==> src/rtl/if_pkg.sv <==
// Shared widths, fetch-entry layout and branch-target arithmetic for the
// instruction-fetch prefetch stage.
package if_pkg;

    localparam int PC_W_DEF    = 8;
    localparam int INSTR_W_DEF = 16;
    localparam int OFF_W_DEF   = 6;
    localparam int DEPTH_DEF   = 4;
    localparam int RESET_PC_DEF = 0;

    typedef struct packed {
        logic [PC_W_DEF-1:0]    pc;
        logic [INSTR_W_DEF-1:0] instr;
    } fetch_entry_t;

    // Works on 32-bit containers so any PC_W/OFF_W up to 32 can share it;
    // the caller truncates the result to its own PC width.
    function automatic logic [31:0] sext_add(input logic [31:0] base,
                                             input logic [31:0] off,
                                             input int          off_w);
        logic [31:0] ext;
        int          sh;
        sh  = 32 - off_w;
        ext = off << sh;
        ext = $unsigned($signed(ext) >>> sh);
        return base + ext;
    endfunction

endpackage

==> src/rtl/if_fifo.sv <==
// Synchronous prefetch queue; flush wins over push/pop, and the head output
// keeps showing the last presented entry while the queue is empty.
module if_fifo #(
    parameter int DEPTH = 4,
    parameter int WIDTH = 24
) (
    input  logic                     clk_ibuf,
    input  logic                     rst,
    input  logic                     push,
    input  logic                     pop,
    input  logic                     flush,
    input  logic [WIDTH-1:0]         din,
    output logic [WIDTH-1:0]         dout,
    output logic [$clog2(DEPTH):0]   count,
    output logic                     full,
    output logic                     empty
);

    localparam int AW = $clog2(DEPTH);
    localparam int CW = AW + 1;

    logic [WIDTH-1:0] mem [DEPTH];
    logic [AW-1:0]    rd_ptr;
    logic [AW-1:0]    wr_ptr;
    logic [WIDTH-1:0] last;
    logic             do_push;
    logic             do_pop;

    assign empty   = (count == '0);
    assign full    = (count == CW'(DEPTH));
    assign do_push = push & ~full;
    assign do_pop  = pop & ~empty;
    assign dout    = empty ? last : mem[rd_ptr];

    always_ff @(posedge clk_ibuf or posedge rst) begin
        if (rst) begin
            rd_ptr <= '0;
            wr_ptr <= '0;
            count  <= '0;
            last   <= '0;
            for (int i = 0; i < DEPTH; i++) begin
                mem[i] <= '0;
            end
        end else begin
            // Capture whatever is on the head so an empty queue keeps showing it.
            if (!empty) begin
                last <= mem[rd_ptr];
            end
            if (flush) begin
                rd_ptr <= '0;
                wr_ptr <= '0;
                count  <= '0;
            end else begin
                if (do_push) begin
                    mem[wr_ptr] <= din;
                    wr_ptr      <= wr_ptr + 1'b1;
                end
                if (do_pop) begin
                    rd_ptr <= rd_ptr + 1'b1;
                end
                count <= count + CW'(do_push) - CW'(do_pop);
            end
        end
    end

endmodule

==> src/rtl/if_prefetch_unit.sv <==
// Instruction-fetch stage: PC generation, credit-limited fetch from a 1-cycle
// synchronous memory, prefetch queue to decode, and branch redirect/flush.
module if_prefetch_unit
    import if_pkg::*;
#(
    parameter int              PC_W     = PC_W_DEF,
    parameter int              INSTR_W  = INSTR_W_DEF,
    parameter int              OFF_W    = OFF_W_DEF,
    parameter int              DEPTH    = DEPTH_DEF,
    parameter logic [PC_W-1:0] RESET_PC = PC_W'(RESET_PC_DEF)
) (
    input  logic               clk_ibuf,
    input  logic               rst,
    input  logic               fetch_en,
    input  logic               branch_taken,
    input  logic [PC_W-1:0]    branch_pc,
    input  logic [OFF_W-1:0]   branch_offset,
    output logic               imem_req,
    output logic [PC_W-1:0]    imem_addr,
    input  logic [INSTR_W-1:0] imem_rdata,
    output logic               instr_valid,
    input  logic               instr_ready,
    output logic [INSTR_W-1:0] instr,
    output logic [PC_W-1:0]    instr_pc,
    output logic [PC_W-1:0]    pc
);

    localparam int CW = $clog2(DEPTH) + 1;
    localparam int UW = CW + 1;

    typedef struct packed {
        logic [PC_W-1:0]    pc;
        logic [INSTR_W-1:0] instr;
    } entry_t;

    logic            inflight;
    logic [PC_W-1:0] issued_pc;
    logic [CW-1:0]   count;
    logic            full;
    logic            empty;
    logic            credit_ok;
    logic            push;
    logic            pop;
    logic [PC_W-1:0] redirect_pc;
    entry_t          push_entry;
    entry_t          head_entry;

    // A request is only issued if the queue can absorb it together with the
    // response already on its way back, so a push can never overflow.
    assign credit_ok = ({1'b0, count} + {{CW{1'b0}}, inflight}) < UW'(DEPTH);
    assign imem_req  = ~rst & fetch_en & ~branch_taken & credit_ok & ~full;
    assign imem_addr = pc;

    assign redirect_pc = PC_W'(sext_add(32'(branch_pc), 32'(branch_offset), OFF_W));

    // A redirect in the response cycle kills the returning word.
    assign push             = inflight & ~branch_taken;
    assign pop              = instr_valid & instr_ready;
    assign push_entry.pc    = issued_pc;
    assign push_entry.instr = imem_rdata;

    assign instr_valid = ~empty;
    assign instr       = head_entry.instr;
    assign instr_pc    = head_entry.pc;

    always_ff @(posedge clk_ibuf or posedge rst) begin
        if (rst) begin
            pc        <= RESET_PC;
            inflight  <= 1'b0;
            issued_pc <= '0;
        end else begin
            inflight <= imem_req;
            if (imem_req) begin
                issued_pc <= pc;
            end
            if (branch_taken) begin
                pc <= redirect_pc;
            end else if (imem_req) begin
                pc <= pc + 1'b1;
            end
        end
    end

    if_fifo #(
        .DEPTH (DEPTH),
        .WIDTH (PC_W + INSTR_W)
    ) u_fifo (
        .clk_ibuf (clk_ibuf),
        .rst      (rst),
        .push     (push),
        .pop      (pop),
        .flush    (branch_taken),
        .din      (push_entry),
        .dout     (head_entry),
        .count    (count),
        .full     (full),
        .empty    (empty)
    );

endmodule

==> config.mk <==
export PLATFORM = sky130hd
export DESIGN_NAME = if_prefetch_unit
export DESIGN_NICKNAME = d
export VERILOG_FILES = /design/src/rtl/if_pkg.sv /design/src/rtl/if_fifo.sv /design/src/rtl/if_prefetch_unit.sv
export SDC_FILE = /design/constraint.sdc
export NUM_CORES = 1
export LEC_CHECK = 0
export CAP_MARGIN = 40
export CORE_MARGIN = 1.5
export CORE_UTILIZATION = 50
export CTS_CLUSTER_SIZE = 16
export DETAILED_ROUTE_END_ITERATION = 12
export GPL_ROUTABILITY_DRIVEN = 1
export PLACE_DENSITY = 0.83
export SLEW_MARGIN = 20
export SYNTH_ARGS = -nofsm -noshare
export SYNTH_HDL_FRONTEND = slang
export SYNTH_SLANG_ARGS = --single-unit
==> constraint.sdc <==
create_clock -name clk_ibuf -period 10.77 [get_ports clk_ibuf]
set_clock_uncertainty 0.1 [all_clocks]
set_input_delay 2.154 -clock clk_ibuf [delete_from_list [all_inputs] [get_ports clk_ibuf]]
set_output_delay 2.154 -clock clk_ibuf [all_outputs]
set_load 0.02 [all_outputs]
* Yosys cells after proc, flatten, opt, wreduce, memory -nomap -nowiden
Index checks and enable logic that the tools add are counted.
Storage, ports and cells: output and inout port bits 42, word-level logic and storage cells 57, bits in registers 144, input bits 35
Cells by class: mux-type cells 14, eq/ne operators 1, reductions and logical operators 6, add/sub/neg operators 7, bitwise operators 14, $lt $le $gt $ge 4
Operator list (count):
- bitwise mux 96 bit | 1
- two-way mux 24 bit | 4
- binary-select mux 24 bit (select 2 bit) | 1
- demux 24 bit (select 2 bit) | 1
- two-way mux 8 bit | 2
- adder 8 x 1 -> 8 bit, second input constant | 1
- adder 8 x 6 -> 8 bit | 1
- bitwise AND 1 bit | 8
- two-way mux 2 bit | 4
- greater-or-equal comparator 3 bit, second input constant | 2
- NOT 2 -> 3 bit | 2
- nonzero test 2 bit | 3
- adder 2 x 1 -> 2 bit, second input constant | 2
- adder 3 x 1 -> 4 bit | 1
- < comparator 4 x 3 -> 1 bit, second input constant | 1
- NOT 1 bit | 4
- adder 3 x 1 -> 3 bit | 1
- == test 3 bit, second input constant | 1
- zero test 3 bit | 1
- < comparator 3 x 1 -> 1 bit, second input constant | 1
- two-way mux 3 bit | 1
- subtractor 3 x 1 -> 3 bit | 1
- AND reduction 2 bit | 1
- logical AND 1 bit | 1

* Longest topological paths before layout
Gate-level depths: netlist of run 1.
depth after elaboration 7, mapped depth 10, gate-level depth less buffers 9

* By module
Synthesis of run 1 repeated with hierarchy kept, for this count alone.
Second synthesis, totals: cells, all modules 463, area, all modules 6782.8 um^2
Modules (own cells, without submodules):
- if_fifo | times used 1, cells an instance 331, seq. area each 3178.0 um^2, area an instance 5579.1 um^2
- if_prefetch_unit | times used 1, cells an instance 132, seq. area each 425.4 um^2, area an instance 1203.7 um^2

* Worst setup path before layout of run 1
No wires, ideal clock.
kind input-to-output, start input rst, end output imem_req, setup slack 5.505 ns, arrival time 3.011 ns, stages 4, buffers on the path 1, required time 8.516 ns, cell sequence nand2b_1 > a211oi_4 > and2_4 > buf_12
Between the ends: cells in the longest elaborated chain, start to end 5
RTL lines:
- from (decl) | line if_prefetch_unit.sv:13 | input logic rst,
- NOT 1 bit | line if_prefetch_unit.sv:51 | assign imem_req = ~rst & fetch_en & ~branch_taken & credit_ok & ~full;
- bitwise AND 1 bit (4 in a row) | line if_prefetch_unit.sv:51
- to (decl) | line if_prefetch_unit.sv:18 | output logic imem_req,
No other way between the ends.

* Worst setup path after layout of run 1
Same ends and word-level chain as after synthesis.

==> flow_summary.ini, run 1 <==
[status]
outcome = complete, no violations

[global_route]
gr-total-overflow = 0
grt_pass1_vias = 4227
track_usage_pct = 19.7
grt_pass1_wl_um = 21500
grt_antenna_before_repair = 0
grt_max_degree = 60

[cells_and_area]
layout.cells.non_filler = 699
syn2layout_area_growth_pct = 23.1
antenna_cells = 0
drive_above_1_share_pct = 37.4
mostFrequentLayoutCells = dfrtp_1, mux2_2, clkdlybuf4s50_1, mux4_2, clkbuf_16
fin_nets = 566
layout_commonest_cell = dfrtp_1

[die]
design.die.area_sq_um = 14000
core_area_sq_um = 12800
initial_utilization_pct = 52.0
die_w_um = 118
io_pins = 77
die_height_um = 118
rows = 41

[timing]
fin_ws_ns = 4.27
relSlewSlack_pct = 51.4
finalCriticalPeriod_ns = 6.50
fin_crit_sh_pct = 60.4
worst_slew_pin_slew_ns = 0.726
drv_slew = 0
grt_setup_unrepaired = no
tns_ns = 0
setup_viol = 0
max_freq_ghz = 0.154
hold_viol_final = 0

[power]
leakage_nw = 3.76
p_per_area_nw_per_um2 = 267
ir_drop_v = 0.000126

[worst_setup_path]
ff2ff_setup_slack_ns = 8.01
cp-start-kind = input pin
crit_type = input pin to output port
critPathArrivalTime_ns = 4.25
cp_max_fo = 10
cp_data_required_time_ns = 8.52
endpoint_kind = output port

[drt]
routed_wl_um = 12900
dr.pass1.iters = 6
drt_iter0_drc = 163
drc = 0
viasPerCell = 5.45
ant_nets = 0
vias = 3809
wl_per_cell_um = 18.5

[place]
pre_cts_slack_ns = 4.24
portBuffers = 76
dp_hpwl_um = 8120
placed_cells = 667
place_congestion = 0.780

[yosys]
ys.flop_type = dfrtp_1
ys_warn_count = 0
syn_nets = 490
avgSynthCellArea_sq_um = 15.2
synth_cells = 438
ys_ff_latch = 144
ys_seq_area_share_pct = 54.1
synth-edff-count = 0
syn_area_sq_um = 6660
async_reset_ff_share_pct = 100
synth_cell_types = 40

[clocking]
cts_setup_buffers = 0
h-tree-depth = 4
ctsHoldBuffers = 0
cts_tree = built
root_buffer = clkbuf_16
clkLatencyLatePin_ns = 0.41
cts_resized = 0
clk_pin_slew_ns = 0.06
cts_made_buffers = 17
cts_max_path_buffers = 2
clkSinkCount = 144

[job]
drv_cap = 0

[worst_hold_path]
holdCritPathClass = flop to flop
-- power breakdown --
group          internal (mW)  switching (mW)
Clock                  0.416           0.214
Sequential             0.681           0.110
Combinational          0.437           0.329
-- cells by family (layout without fill, tap and decap cells) --
logic type / count (synthesis) / after routing / share of synthesized area, %
mux: 157 / 157 / 30.9
fa+ha+maj: 17 / 17 / 3.42
flops: 144 / 144 / 54.1
xor+xnor: 17 / 17 / 2.23
buf+inv: 40 / 129 / 3.51
compound gates: 20 / 20 / 2.35
simple gates: 43 / 43 / 3.47
-- area by class of cell --
type,count,area (sq um)
Multi-Input combinational cell,254,2830
Tap cell,172,215
Sequential cell,144,3600
Fill cell,904,4620
Clock inverter,11,186
Timing Repair Buffer,85,868
Inverter,12,50.0
Clock buffer,21,450
-- flip-flops by register name, indices dropped and copies added, names as in the netlist --
register,count
imem_addr,8
inflight,1
issued_pc,8
u_fifo.count,3
u_fifo.last,24
u_fifo.mem,96
u_fifo.rd_ptr,2
u_fifo.wr_ptr,2
-- routing by layer --
layer	up-vias	global-route usage (%)	share of wire (%)
li1	1729	-	-
met1	1976	25.8	45
met2	92	32.6	50
met3	12	5.31	4.0
met4	0	4.97	0.82
met5	-	0	0
-- worst max-delay path, stage by stage --
cell and delay (ns):
clkdlybuf4s50_1 0.48, nand2b_1 0.23, a211oi_4 0.39, and2_4 0.33
clkdlybuf4s50_1 0.66
-- metrics by stage --
step	utilization (%)	instance area [sq um]	hold slack [ns]	total power [mW]
detailed placement	59.0	7560	0.386	1.57
global route	64.0	8200	0.409	2.29
floorplan	-	6660	0.359	1.28
finish	64.0	8200	0.394	2.19
CTS	64.0	8200	0.399	2.21
global placement	58.6	7510	0.368	1.52
-- cell usage after synthesis, types with 2 or more instances --
cell	count	area, sq um
nor2_1	11	41.3
nand3_1	5	25.0
xor2_1	10	87.6
inv_1	12	45.0
a21o_1	2	15.0
nand4_1	2	12.5
buf_2	6	30.0
mux4_2	24	541
mux2_1	4	45.0
dfrtp_1	144	3600
fa_1	2	40.0
mux2i_1	5	50.1
ha_1	15	188
mux2_2	116	1310
clkbuf_1	5	18.8
a211oi_1	2	15.0
nand2_1	11	41.3
or2_2	2	12.5
nor2b_1	3	18.8
buf_4	16	120
and2_1	3	18.8
a21oi_1	3	15.0
mux2_4	8	120
xnor2_1	7	61.3
o21ai_0	5	25.0
-- path summary, 6_finish.rpt --
kind / from / cells after the start / endpoint
worst max-delay path: rst / 5 / imem_req
worst min-delay path: u_fifo.mem[5] / 1 / u_fifo.mem[5]
worst max register to register: u_fifo.count[1] / 10 / u_fifo.count[2]
worst min register to register: u_fifo.mem[5] / 1 / u_fifo.mem[5]
max in group asynchronous: rst / 4 / u_fifo.mem[90]
min in group asynchronous: rst / 2 / u_fifo.count[2]
Note: power is estimated with default switching activity, not from simulation.
==> run 2, diff against run 1 <==
==> constraint.sdc (replaced) <==
create_clock -name clk_ibuf -period 6.25 [get_ports clk_ibuf]
set_clock_uncertainty 0.1 [all_clocks]
set_input_delay 1.25 -clock clk_ibuf [delete_from_list [all_inputs] [get_ports clk_ibuf]]
set_output_delay 1.25 -clock clk_ibuf [all_outputs]
set_load 0.02 [all_outputs]
==> run 2 against run 1 <==
Routed wire length fell by 3.3%; sequential share of layout area grew 0.12 points; via count grew 0.13%; sequential power grew 69%; worst setup slack got worse by 2.7 ns; flip-flop and latch count stayed put; final area is 0.27% lower; critical path depth is the same; cell count unchanged; critical path type unchanged; critical endpoint unchanged; largest cell class unchanged.
==> flow_summary.ini, run 2 (synthesis gave the netlist of run 1 again) <==
[worst_setup_path]
path_common_cell = clkdlybuf4s50_1
cp_num_buf_inv = 2
cp-start-kind = input pin
r2r_start = u_fifo.count[1]
cp-startpoint = rst
crit_family = buffers and inverters
cp_max_fo = 10
crit_type = input pin to output port
cp_data_required_time_ns = 4.90
critPathArrivalTime_ns = 3.35
crit_slowest_cell = clkdlybuf4s50_1
critPathMaxStageDelay_ns = 0.66
critical_path.cell_chain = clkdlybuf4s50_1 > nand2b_1 > a211oi_4 > and2_4 > clkdlybuf4s50_1
endpoint_kind = output port

[cells_and_area]
largest_reg_flops = 96
layout.cells.non_filler = 699
layout_commonest_cell = dfrtp_1
regMostFlops = u_fifo.mem
fill_cells = 906
drive_above_1_share_pct = 37.0
antenna_cells = 0
largestRegisters = u_fifo.mem x96, u_fifo.last x24
syn2layout_area_growth_pct = 22.7
mostFrequentLayoutCells = dfrtp_1, mux2_2, clkdlybuf4s50_1, mux4_2, clkbuf_16
fin_nets = 566

[job]
drv_cap = 0

[timing]
fin_ws_ns = 1.55
tns_ns = 0
grt_setup_unrepaired = no
finalCriticalPeriod_ns = 4.70
max_freq_ghz = 0.213
worst_slew_pin_slew_ns = 0.730
setup_viol = 0
hold_viol_final = 0
fin_crit_sh_pct = 75.2
relSlewSlack_pct = 51.2
drv_slew = 0

[die]
rows = 41
die_height_um = 118
io_pins = 77
die_w_um = 118
core_area_sq_um = 12800
initial_utilization_pct = 52.0
design.die.area_sq_um = 14000

[clocking]
cts_made_buffers = 17
cts_tree = built
clk_pin_slew_ns = 0.06
ctsHoldBuffers = 0
cts_setup_buffers = 0
cts_resized = 0
cts_max_path_buffers = 2
clkLatencyLatePin_ns = 0.41
root_buffer = clkbuf_16
clkSinkCount = 144
h-tree-depth = 4

[drt]
wl_per_cell_um = 17.8
vias = 3814
drt_iter0_drc = 188
viasPerCell = 5.46
drc = 0
dr.pass1.iters = 4
routed_wl_um = 12500
ant_nets = 0

[power]
power.total_mw = 3.72
p_per_area_nw_per_um2 = 454
ir_drop_v = 0.000224
leakage_nw = 3.75

[place]
pre_cts_slack_ns = 1.55
dp_hpwl_um = 7920
placed_cells = 666
place_congestion = 0.798
portBuffers = 76

[global_route]
grt_pass1_wl_um = 21200
track_usage_pct = 19.4
gr-total-overflow = 0
grt_max_degree = 91
grt_pass1_vias = 4149
grt_antenna_before_repair = 0

[worst_hold_path]
min-delay-start = u_fifo.mem[23]
holdCritPathClass = flop to flop

[status]
outcome = complete, no violations
## run 2: cell types whose count changed in the layout (fill, tap and decap cells not counted)
cell	previous run	this run
clkinvlp_4	1	0
buf_12	0	1
clkinv_4	1	0
clkbuf_1	3	5
clkbuf_8	1	6
buf_16	2	1
clkinv_2	4	1
bufinv_16	5	3
## run 2: report_power, final
| group | internal, mW | total (mW) | switching, mW |
|---|---|---|---|
| clock | 0.692 | 1.05 | 0.357 |
| combinational | 0.747 | 1.33 | 0.580 |
| sequential | 1.17 | 1.34 | 0.165 |
## run 2: final timing paths
kind,to,slack [ns],depth (start not counted)
setup / recovery,imem_req,1.55,5
hold / removal,u_fifo.mem[23],0.39,1
setup reg to reg,u_fifo.count[2],3.50,10
hold reg to reg,u_fifo.mem[23],0.39,1
max in group asynchronous,u_fifo.mem[47],3.73,4
min in group asynchronous,imem_addr[6],1.01,2
## run 2: final cells by class
class | instances | area [sq um] | area share (%)
timing repair buffer | 85 | 861 | 10.5
sequential | 144 | 3600 | 44.1
clock inverter | 4 | 95.1 | 1.16
clock buffer | 28 | 527 | 6.44
multi-input combinational | 254 | 2830 | 34.6
inverter | 12 | 50.0 | 0.612
tap | 172 | 215 | 2.63
## run 2: worst register-to-register path: stages (launching register included)
cell and delay [ns]:
dfrtp_1 0.50, or3_1 0.41, buf_4 0.26, and2_1 0.25, ha_1 0.27, inv_1 0.05
ha_1 0.13, inv_1 0.05, fa_1 0.38, xnor2_1 0.15, nor2_1 0.05
## run 2: metal layers
metal	part of all wire, %	global-route usage [%]
met1	45	25.0
met3	3.9	5.45
met2	50	31.9
met5	0	0
met4	1.0	5.87
## run 2: metrics by stage
stage	hold WS [ns]	utilization (%)	cell area, sq um
after floorplan	0.359	-	6660
after global placement	0.368	58.6	7510
after detailed placement	0.381	58.7	7530
after CTS	0.393	63.6	8150
after global routing	0.407	63.8	8180
final	0.392	63.8	8180
